**config.mk**
```make
export PLATFORM = sky130hd
export DESIGN_NAME = gcn_argmax_collector
export DESIGN_NICKNAME = d
export VERILOG_FILES = /design/src/rtl/gcn_argmax_collector.sv
export SDC_FILE = /design/constraint.sdc
export NUM_CORES = 1
export LEC_CHECK = 0
export BUFFER_PORTS_ARGS = -buffer_cell sky130_fd_sc_hd__buf_2
export CORE_MARGIN = 1.5
export CORE_UTILIZATION = 51
export CTS_BUF_LIST = sky130_fd_sc_hd__clkbuf_4 sky130_fd_sc_hd__clkbuf_8 sky130_fd_sc_hd__clkbuf_16
export DETAILED_ROUTE_END_ITERATION = 12
export PLACE_DENSITY = 0.77
export SYNTH_ARGS = -nofsm -noshare
export SYNTH_HDL_FRONTEND = slang
export SYNTH_HIERARCHICAL = 1
export SYNTH_SLANG_ARGS = --single-unit
```
**constraint.sdc**
```tcl
create_clock -name clk -period 7.4 [get_ports clk]
set_input_delay 1.11 -clock clk [delete_from_list [all_inputs] [get_ports clk]]
set_output_delay 1.11 -clock clk [all_outputs]
set_load 0.02 [all_outputs]
```
**src/rtl/gcn_argmax_collector.sv**
```systemverilog
// Row collector and argmax scanner behind the adjacency x (FM*WM) multiplier.
// Buffers one dot_product row per node, then emits the argmax column of each row.
module gcn_argmax_row #(
  parameter int W  = 3,
  parameter int DW = 16
) (
  input  logic               clk,
  input  logic               we,
  input  logic [W-1:0][DW-1:0] din,
  output logic [W-1:0][DW-1:0] dout
);
  // Buffer contents are don't-care after reset, so no reset term here.
  always_ff @(posedge clk)
    if (we) dout <= din;
endmodule

module gcn_argmax_collector #(
  parameter int NUM_OF_NODES   = 6,
  parameter int WEIGHT_COLS    = 3,
  parameter int DOT_PROD_WIDTH = 16,
  parameter int WEIGHT_WIDTH   = $clog2(WEIGHT_COLS),
  parameter int FEATURE_WIDTH  = $clog2(NUM_OF_NODES)
) (
  input  logic                      clk,
  input  logic                      reset,
  input  logic                      enable,
  input  logic [FEATURE_WIDTH-1:0]  write_row,
  input  logic [DOT_PROD_WIDTH-1:0] dot_product [0:WEIGHT_COLS-1],
  input  logic                      start,
  output logic                      busy,
  output logic                      done,
  output logic                      rows_full,
  output logic [WEIGHT_WIDTH-1:0]   max_addi_answer [0:NUM_OF_NODES-1]
);
  localparam logic [FEATURE_WIDTH-1:0] LAST_N  = FEATURE_WIDTH'(NUM_OF_NODES-1);
  localparam logic [WEIGHT_WIDTH-1:0]  LAST_C  = WEIGHT_WIDTH'(WEIGHT_COLS-1);
  localparam logic [FEATURE_WIDTH:0]   NODES_W = (FEATURE_WIDTH+1)'(NUM_OF_NODES);

  typedef enum logic [1:0] {IDLE, SCAN, DONE} state_t;

  state_t                                              state;
  logic [NUM_OF_NODES-1:0]                             row_written;
  logic [WEIGHT_COLS-1:0][DOT_PROD_WIDTH-1:0]          dp_pk;
  logic [NUM_OF_NODES-1:0][WEIGHT_COLS-1:0][DOT_PROD_WIDTH-1:0] row_buf;
  logic [FEATURE_WIDTH-1:0]                            scan_n;
  logic [WEIGHT_WIDTH-1:0]                             scan_c;
  logic [DOT_PROD_WIDTH-1:0]                           best;
  logic [WEIGHT_WIDTH-1:0]                             idx;
  logic                                                cap_en;
  logic [DOT_PROD_WIDTH-1:0]                           elem;
  logic                                                first_c;
  logic                                                gt;
  logic [WEIGHT_WIDTH-1:0]                             idx_nxt;

  // The buffer only moves while idle; a scan always sees a frozen matrix.
  assign cap_en = (state == IDLE) && enable && ({1'b0, write_row} < NODES_W);

  for (genvar w = 0; w < WEIGHT_COLS; w++) begin : g_pack
    assign dp_pk[w] = dot_product[w];
  end

  for (genvar r = 0; r < NUM_OF_NODES; r++) begin : g_row
    gcn_argmax_row #(.W(WEIGHT_COLS), .DW(DOT_PROD_WIDTH)) u_row (
      .clk  (clk),
      .we   (cap_en && (write_row == FEATURE_WIDTH'(r))),
      .din  (dp_pk),
      .dout (row_buf[r])
    );
  end

  assign rows_full = &row_written;

  // Strict compare keeps the lower column on ties; idx_nxt folds in the current element.
  assign elem    = row_buf[scan_n][scan_c];
  assign first_c = (scan_c == '0);
  assign gt      = elem > best;
  assign idx_nxt = first_c ? '0 : (gt ? scan_c : idx);

  always_ff @(posedge clk) begin
    if (reset) begin
      state       <= IDLE;
      busy        <= 1'b0;
      done        <= 1'b0;
      row_written <= '0;
      scan_n      <= '0;
      scan_c      <= '0;
      best        <= '0;
      idx         <= '0;
      for (int i = 0; i < NUM_OF_NODES; i++) max_addi_answer[i] <= '0;
    end else begin
      case (state)
        IDLE: begin
          if (cap_en) row_written[write_row] <= 1'b1;
          if (start && rows_full) begin
            state  <= SCAN;
            busy   <= 1'b1;
            scan_n <= '0;
            scan_c <= '0;
          end
        end
        SCAN: begin
          if (first_c || gt) begin
            best <= elem;
            idx  <= idx_nxt;
          end
          if (scan_c == LAST_C) begin
            max_addi_answer[scan_n] <= idx_nxt;
            scan_c <= '0;
            scan_n <= scan_n + 1'b1;
            if (scan_n == LAST_N) begin
              state <= DONE;
              busy  <= 1'b0;
              done  <= 1'b1;
            end
          end else begin
            scan_c <= scan_c + 1'b1;
          end
        end
        DONE: begin
          done        <= 1'b0;
          row_written <= '0;
          state       <= IDLE;
        end
        default: state <= IDLE;
      endcase
    end
  end
endmodule

```
==> results of run 1 <==
[per-stage QoR]
stage	area [um^2]	utilization	hold WS, ns	setup WS [ns]
2_1_floorplan	13500	-	0.440	1.94
3_3_place_gp	14200	0.546	0.442	2.33
3_5_place_dp	14200	0.546	0.449	2.24
4_1_cts	15300	0.590	0.462	2.14
5_1_grt	15300	0.590	0.474	1.68
6_report	15300	0.590	0.459	1.99
[metal layers]
metal	track usage	part of all wire	vias to the layer above
met3	0.0418	0.084	71
met5	0	0.00039	-
met2	0.358	0.48	432
li1	-	-	3633
met4	0.0862	0.032	2
met1	0.302	0.41	4091
[cells in the mapped netlist (3+ instances only)]
cell type	number	area share
mux4_2	8	0.013
nor2b_1	6	0.0028
nor3_1	14	0.0052
o21ai_0	26	0.0096
clkbuf_1	27	0.0075
nor3b_1	5	0.0028
o21a_1	6	0.0033
nand2b_1	8	0.0037
a2111oi_0	4	0.0026
a31oi_1	11	0.0051
o32ai_1	12	0.0078
mux2i_1	67	0.050
a21o_1	6	0.0033
a31o_1	4	0.0026
dfxtp_1	45	0.067
nand3b_1	6	0.0033
inv_1	21	0.0058
a221oi_1	5	0.0032
o2111ai_1	8	0.0052
buf_4	6	0.0033
a221o_1	9	0.0067
o211a_1	3	0.0022
mux2_2	22	0.018
o31ai_1	8	0.0044
a22oi_1	5	0.0028
nand2_1	25	0.0070
and3_1	7	0.0032
ha_1	18	0.017
a222oi_1	7	0.0052
buf_2	22	0.0082
nand4_1	3	0.0014
a21oi_1	30	0.011
nand3_1	12	0.0044
nor2_1	42	0.012
o22ai_1	5	0.0023
a211oi_1	19	0.011
edfxtp_1	288	0.64
a22o_1	10	0.0065
o2bb2ai_1	10	0.0065
nor4_1	5	0.0023
[layout make-up]
cell class / instances / area, um^2 / area share
Inverter: 23 / 86.3 / 0.00563
Sequential cell: 333 / 9560 / 0.623
Clock inverter: 17 / 166 / 0.0108
Tap cell: 335 / 419 / 0.0273
Multi-Input combinational cell: 463 / 3640 / 0.237
Clock buffer: 46 / 982 / 0.0640
Timing Repair Buffer: 87 / 493 / 0.0321
[power by group through the flow]
stage          clock network (mW)  logic [mW]  registers (mW)
6_report                     1.73      0.0864            2.08
5_1_grt                      1.83      0.0934            2.08
4_1_cts                      1.75      0.0868            2.08
3_5_place_dp                    0      0.0865            2.12
3_3_place_gp                    0      0.0836            2.12
2_1_floorplan                   0      0.0333            2.12
[worst max-delay path, cell delays in order (launching register included)]
cell and delay, ns:
dfxtp_2 0.85, clkinv_1 0.69, buf_4 0.40, a21oi_1 0.17, a211oi_1 0.08, a211oi_1 0.32, o32ai_1 0.19, ha_1 0.37
nand2_1 0.10, nor4_1 0.42, a21boi_1 0.38, o31a_1 0.80, nor2_1 0.24, a211oi_1 0.27
[cells by family (layout without fill, tap and decap cells)]
kind of cell,after synthesis,in the layout,share of synthesized area
compound gates,208,208,0.116
xor+xnor,1,1,0.000649
fa+ha+maj,18,18,0.0167
buf+inv,80,173,0.0265
flops,333,333,0.707
mux,97,97,0.0814
simple gates,139,139,0.0513
[flip-flops by register name, summed over array words and instances (netlist names), 2 cells and up]
| register | count |
|---|---|
| best | 16 |
| max_addi_answer | 12 |
| state | 2 |
| scan_c | 2 |
| row_written | 6 |
| idx | 2 |
| g_row.u_row/dout | 288 |
| scan_n | 3 |
[worst paths after layout]
check                      startpoint                   to  depth (start not counted)
setup reg to reg            scan_n[1]   max_addi_answer[3]                         13
hold reg to reg   max_addi_answer[10]  max_addi_answer[10]                          2
setup / recovery            scan_n[1]   max_addi_answer[3]                         13
hold / removal    max_addi_answer[10]  max_addi_answer[10]                          2
==> impl_metrics.yaml, run 1 <==
status:
  status: "finished clean"
clock_network:
  cts_made_buffers: 35
  postCtsSetupRepairBufs: 0
  cts_tree: "done"
  root_buffer: "clkbuf_16"
  post_cts_resized: 0
  clockBufferDepth: 3
  clock_latency_ns: 0.53
  clk_pin_slew_ns: 0.06
  cts.sinks: 333
  h-tree-depth: 2
  cts_hold_buffers: 0
final_layout:
  nFillCells: 1981
  diodes: 0
  final_common_cell: "edfxtp_1"
  nNetsFinal: 1016
  layout-drive-gt1-share: 0.197
  synthToLayoutAreaGrowth_pct: 13.6
  most-common-layout-cells: "edfxtp_1 (288), buf_2 (69), mux2i_1 (67), dfxtp_1 (42), nor2_1 (38)"
  post_layout_nonfiller_instances: 1304
route:
  drt-total-wl_um: 30800
  wl_per_cell_um: 23.6
  antenna_left: 0
  via_count: 8229
  vias_per_cell: 6.31
  drc: 0
  dr.pass1.iters: 9
  drt-initial-drc-count: 908
place:
  place_hpwl_um: 18200
  io_buffers: 69
  place_inst: 1241
  routabilityCongestion: 0.856
synthesis:
  synth_cell_types: 65
  synthArstFlopShare: 0
  synth_area_um2: 13500
  synth_edf_count: 288
  yosys_warnings: 6
  yosys_most_used_dff: "edfxtp_1"
  synth_area_per_cell_um2: 15.4
  syn-num-nets: 949
  ys_seq_elements: 333
  postSynthCellCount: 876
  yosysSeqAreaShare: 0.707
die:
  core-area_um2: 26000
  start_util: 0.520
  fp.dieW_um: 166
  ios: 70
  dieArea_um2: 27500
  num_rows: 59
  die_y_um: 166
critical_path:
  cp.required_ns: 7.83
  critPathLaunchType: "flop"
  crit_arrival_ns: 5.84
  crit_path_max_fanout: 28
  cp-end-kind: "flop"
  path_class: "reg2reg"
  rrSetupSlack_ns: 1.99
sta:
  finalSetupViolations: 0
  period_needed_ns: 5.41
  tightest_slew_ns: 0.934
  finalHoldViolCount: 0
  clock.fmax_mhz: 185
  rsz0062_at_grt: "no"
  slew_headroom: 0.376
  timing.setup.tns_ns: 0
  skew_ns: 0.0141
  drv_slew: 0
  finalCritPeriodShare: 0.732
pwr:
  pwr-share-seq: 0.534
  p_leak_nw: 4.95
  p_sw_uw: 759
  pwr_density_cell_nw_per_um2: 254
  combPwrFrac: 0.022
  swShare: 0.195
  ir_drop_mv: 0.205
  total_power_mw: 3.90
  power.internal_mw: 3.14
  power.clock.fraction: 0.444
global_routing:
  antenna_found_initial: 1
  grt_pass1_vias: 8058
  grt_max_degree: 59
  grt_remaining_overflow: 0
  grt_pass1_wl_um: 46900
  grt.total_usage: 0.222
run:
  maxCapViolations: 0
hold_path:
  min_path_type: "reg2reg"
Note: power is estimated with default switching activity, not from simulation.
==> run 2, diff against run 1 <==
==> constraint.sdc (replaced) <==
create_clock -name clk -period 5.3 [get_ports clk]
set_input_delay 0.795 -clock clk [delete_from_list [all_inputs] [get_ports clk]]
set_output_delay 0.795 -clock clk [all_outputs]
set_load 0.02 [all_outputs]
==> impl_metrics.yaml, run 2 (same netlist as run 1, synthesis figures left out) <==
status:
  status: "finished clean"
global_routing:
  grt_max_degree: 51
  antenna_found_initial: 1
  grt.total_usage: 0.225
  grt_pass1_vias: 8231
  grt_remaining_overflow: 0
  grt_pass1_wl_um: 47700
final_layout:
  reg.largest.list: "g_row.u_row/dout: 288 flops, best: 16 flops, max_addi_answer: 12 flops"
  diodes: 0
  largest_register_ffs: 288
  top_register: "g_row.u_row/dout"
  most-common-layout-cells: "edfxtp_1 (288), buf_2 (69), mux2i_1 (67), dfxtp_1 (42), nor2_1 (38)"
  synthToLayoutAreaGrowth_pct: 14.3
  layout-drive-gt1-share: 0.208
  finish.utilization: 0.594
  nNetsFinal: 1028
  final_common_cell: "edfxtp_1"
sta:
  timing.setup.tns_ns: 0
  finalSetupViolations: 0
  rsz0062_at_grt: "no"
  tightest_slew_ns: 1.13
  drv_slew: 0
  finalHoldViolCount: 0
  finalCritPeriodShare: 0.895
  skew_ns: 0.0138
  period_needed_ns: 4.74
  slew_headroom: 0.245
  clock.fmax_mhz: 211
die:
  start_util: 0.520
  die_y_um: 166
  num_rows: 59
  ios: 70
  dieArea_um2: 27500
  fp.dieW_um: 166
  core-area_um2: 26000
critical_path:
  crit_arrival_ns: 5.15
  cp.required_ns: 5.71
  critPathLaunchType: "flop"
  crit_path_max_fanout: 15
  cp-end-kind: "flop"
  path_class: "reg2reg"
clock_network:
  cts_made_buffers: 34
  cts.sinks: 333
  h-tree-depth: 2
  clk_pin_slew_ns: 0.06
  cts_hold_buffers: 0
  postCtsSetupRepairBufs: 0
  cts_tree: "done"
  clock_latency_ns: 0.51
  post_cts_resized: 0
  root_buffer: "clkbuf_16"
  clockBufferDepth: 3
route:
  vias_per_cell: 6.29
  drc: 0
  drt-initial-drc-count: 901
  routed-wl-met2_um: 14900
  via_count: 8271
  antenna_left: 0
  wl_per_cell_um: 23.8
  dr_wl_met3_um: 2290
  top_layer_used: "met5"
  dr.pass1.iters: 7
  drt-total-wl_um: 31300
  wl_met1_um: 12900
place:
  routabilityCongestion: 0.941
  io_buffers: 69
  place_hpwl_um: 19500
pwr:
  p_leak_nw: 5.01
  ir_drop_mv: 0.251
  pwr_density_cell_nw_per_um2: 352
run:
  maxCapViolations: 0
hold_path:
  min_path_type: "reg2reg"
==> run 2: cell types whose count changed in the layout (fill, tap and decap cells not counted), sizes merged <==
cell	previous run	this run
clkinv	15	10
bufinv	3	4
buf	87	100
clkinvlp	0	2
clkbuf	46	45
==> run 2: per-layer routing <==
metal	vias up	global-route usage
li1	3660	-
met1	4102	0.306
met2	419	0.357
met3	88	0.0425
met4	2	0.0995
met5	-	0
==> run 2: worst paths after layout <==
kind / start / end / slack (ns) / cells after the start
setup / recovery: scan_n[1] / max_addi_answer[5] / 0.56 / 14
hold / removal: row_written[0] / row_written[0] / 0.46 / 1
setup reg to reg: scan_n[1] / max_addi_answer[5] / 0.56 / 14
hold reg to reg: row_written[0] / row_written[0] / 0.46 / 1
==> run 2: metrics by stage <==
stage | hold slack, ns | instances | setup slack [ns] | instance area (um^2) | total power, mW
after floorplan | 0.440 | 876 | 0.159 | 13500 | 3.01
after global placement | 0.448 | 1254 | 0.815 | 14300 | 3.08
after detailed placement | 0.455 | 1254 | 0.687 | 14300 | 3.08
after CTS | 0.466 | 1314 | 0.662 | 15400 | 5.47
after global routing | 0.483 | 1314 | 0.271 | 15400 | 5.58
final | 0.465 | 1314 | 0.558 | 15400 | 5.44
==> run 2: final cells by class <==
cell class	instances	area, um^2
fill	1944	10500
sequential	333	9560
multi-input combinational	463	3640
clock buffer	45	957
timing repair buffer	100	603
tap	335	419
clock inverter	15	176
inverter	23	86.3
==> run 2: worst max-delay path: stages (launching register included) <==
cell and delay, ns:
dfxtp_2 0.61, buf_4 0.29, nand2b_1 0.37, buf_4 0.24, nor2_1 0.06, nor4_1 0.46, o32ai_1 0.26, ha_1 0.41
a41o_1 0.18, a21oi_1 0.05, nor4_1 0.51, o31a_1 0.60, buf_4 0.27, nor2_1 0.10, a211oi_1 0.21
==> run 2: where the power goes <==
part	internal [mW]	total (mW)	switching [mW]	leakage, nW
clock network	1.47	2.41	0.946	0.563
registers	2.89	2.90	0.0103	2.98
logic	0.0338	0.121	0.0870	1.46
total	4.40	5.44	1.04	5.01
==> run 3, diff against run 2 <==
--- a/config.mk
+++ b/config.mk
@@ -13,5 +13,4 @@
 export PLACE_DENSITY = 0.77
 export SYNTH_ARGS = -nofsm -noshare
 export SYNTH_HDL_FRONTEND = slang
-export SYNTH_HIERARCHICAL = 1
 export SYNTH_SLANG_ARGS = --single-unit
==> impl_metrics.yaml, run 3 <==
die:
  num_rows: 59
  core-area_um2: 25900
  ios: 70
  start_util: 0.518
  die_y_um: 165
  fp.dieW_um: 165
  dieArea_um2: 27300
pwr:
  total_power_mw: 5.31
  pwr_density_cell_nw_per_um2: 347
  p_leak_nw: 4.97
  ir_drop_mv: 0.291
critical_path:
  crit_path_max_fanout: 24
  crit_arrival_ns: 5.09
  reg2reg_from: "scan_n[2]"
  cp-end-kind: "flop"
  ff2ff_path_depth: 14
  cp.required_ns: 5.72
  endpoint: "best[5]"
  r2r-end: "best[5]"
  crit_start: "scan_n[2]"
  critPathLaunchType: "flop"
  rrSetupSlack_ns: 0.63
  path_class: "reg2reg"
hold_path:
  min_path_type: "reg2reg"
  worstHoldStart: "done"
route:
  wl_per_cell_um: 23.2
  via_count: 8181
  drt-total-wl_um: 31000
  vias_per_cell: 6.13
  drc: 0
  drt-initial-drc-count: 872
  dr.pass1.iters: 5
  antenna_left: 0
clock_network:
  clockBufferDepth: 3
  root_buffer: "clkbuf_16"
  post_cts_resized: 0
  h-tree-depth: 2
  postCtsSetupRepairBufs: 0
  cts_made_buffers: 35
  clk_pin_slew_ns: 0.06
  cts_tree: "done"
  cts.sinks: 333
  cts_hold_buffers: 0
  clock_latency_ns: 0.52
synthesis:
  netlist_top_cells_area: "edfxtp_1 (64%), dfxtp_1 (6.7%), mux2i_1 (4.6%), nor2_1 (2.0%), a21oi_1 (1.8%)"
  yosys.area.top_type: "edfxtp_1"
  synth_edf_count: 288
  postSynthCellCount: 889
  synth_mux_area_frac: 0.0722
  synthAdderAreaFrac: 0.0168
  ys_top_cells_by_count: "edfxtp_1 (288), nor2_1 (72), mux2i_1 (62)"
  synth_compound_area_frac: 0.120
  synthArstFlopShare: 0
  yosys_most_used_dff: "edfxtp_1"
  synth_area_per_cell_um2: 15.1
  synth_simple_gate_area_frac: 0.0514
  synth_area_um2: 13400
  yosysSeqAreaShare: 0.711
  synth_top_family_by_area: "compound AO/OA/AOI/OAI gates"
  synth_xor_area_frac: 0.000652
  ys_seq_elements: 333
  yosys_warnings: 0
  syn-num-nets: 962
  synth_cell_types: 63
  synth_top_area_frac: 0.644
  post-synth-top-count-cell: "edfxtp_1"
sta:
  finalSetupViolations: 0
  drv_slew: 0
  clock.fmax_mhz: 214
  rsz0062_at_grt: "no"
  finalHoldViolCount: 0
  tightest_slew_ns: 1.18
  slew_headroom: 0.211
  whs_ns: 0.466
  skew_ns: 0.0170
  timing.setup.tns_ns: 0
  finalCritPeriodShare: 0.881
  period_needed_ns: 4.67
final_layout:
  final_common_cell: "edfxtp_1"
  finish.instance_area_um2: 15300
  finish.utilization: 0.590
  most-common-layout-cells: "edfxtp_1 (288), buf_2 (69), nor2_1 (68), mux2i_1 (62), a21oi_1 (49)"
  layout-drive-gt1-share: 0.213
  diodes: 0
  largest_register_ffs: 288
  top_register: "g_row.u_row.dout"
  reg.largest.list: "g_row.u_row.dout: 288 flops, best: 16 flops, max_addi_answer: 12 flops"
  nNetsFinal: 1049
  synthToLayoutAreaGrowth_pct: 13.8
place:
  io_buffers: 69
  placed_area_um2: 14200
  routabilityCongestion: 0.844
  place_hpwl_um: 18800
run:
  maxCapViolations: 0
global_routing:
  grt_pass1_vias: 8192
  grt.total_usage: 0.232
  grt_pass1_wl_um: 47100
  grt_remaining_overflow: 0
  grt_max_degree: 50
  antenna_found_initial: 1
status:
  status: "finished clean"
run 3: critical path: stages (launching register included):
cell and delay (ns):
dfxtp_4 0.55, inv_2 0.26, nor3_2 0.65, a221oi_1 0.21
o21a_1 0.15, o32ai_1 0.48, ha_1 0.37, nand4_2 0.14
nor2_1 0.06, or4_1 0.55, o31a_1 0.31, o21ai_4 0.24
buf_4 0.28, nor2_1 0.09, a211oi_2 0.22
run 3: area by class of cell:
class	instances	area, um^2
fillers	1948	10600
flip-flops and latches	333	9560
multi-input cells	480	3540
clock buffers	48	1000
repair buffers	102	593
well taps	335	419
inverters	24	90.1
clock inverters	13	70.1
run 3: logic make-up after synthesis:
| family | Yosys count |
|---|---|
| buffers and inverters | 76 |
| DFF | 333 |
| muxes | 86 |
| xor gates and xnor gates | 1 |
| adders and majority gates | 18 |
| and+or+nand+nor | 154 |
| AOI/OAI and AO/OA | 221 |
run 3: how the worst min path moves through the flow:
stage,endpoint,cells past startpoint,slack (ns)
after detailed placement,row_written[4],1,0.46
after global placement,done,1,0.44
after floorplan,row_written[2],1,0.44
final,done,1,0.47
after global routing,row_written[3],1,0.49
after CTS,row_written[4],1,0.47
run 3: metal layers:
| layer | vias up | part of all wire | wire length, um | global-route usage |
|---|---|---|---|---|
| met3 | 71 | 0.086 | 2660 | 0.0490 |
| met2 | 375 | 0.47 | 14600 | 0.373 |
| met4 | 2 | 0.031 | 961 | 0.0856 |
| li1 | 3665 | - | - | - |
| met1 | 4068 | 0.41 | 12700 | 0.313 |
| met5 | - | 0.00036 | 11 | 0 |
run 3: report_power, final:
group | switching (mW) | internal (mW) | leakage, nW
Clock | 0.956 | 1.33 | 0.545
Sequential | 0.0103 | 2.89 | 2.98
Combinational | 0.0849 | 0.0330 | 1.45
run 3: through the flow:
stage / worst slack (ns) / std cells
2_1_floorplan: 0.159 / 889
3_3_place_gp: 0.890 / 1274
3_5_place_dp: 0.792 / 1274
4_1_cts: 0.709 / 1335
5_1_grt: 0.456 / 1335
6_report: 0.631 / 1335
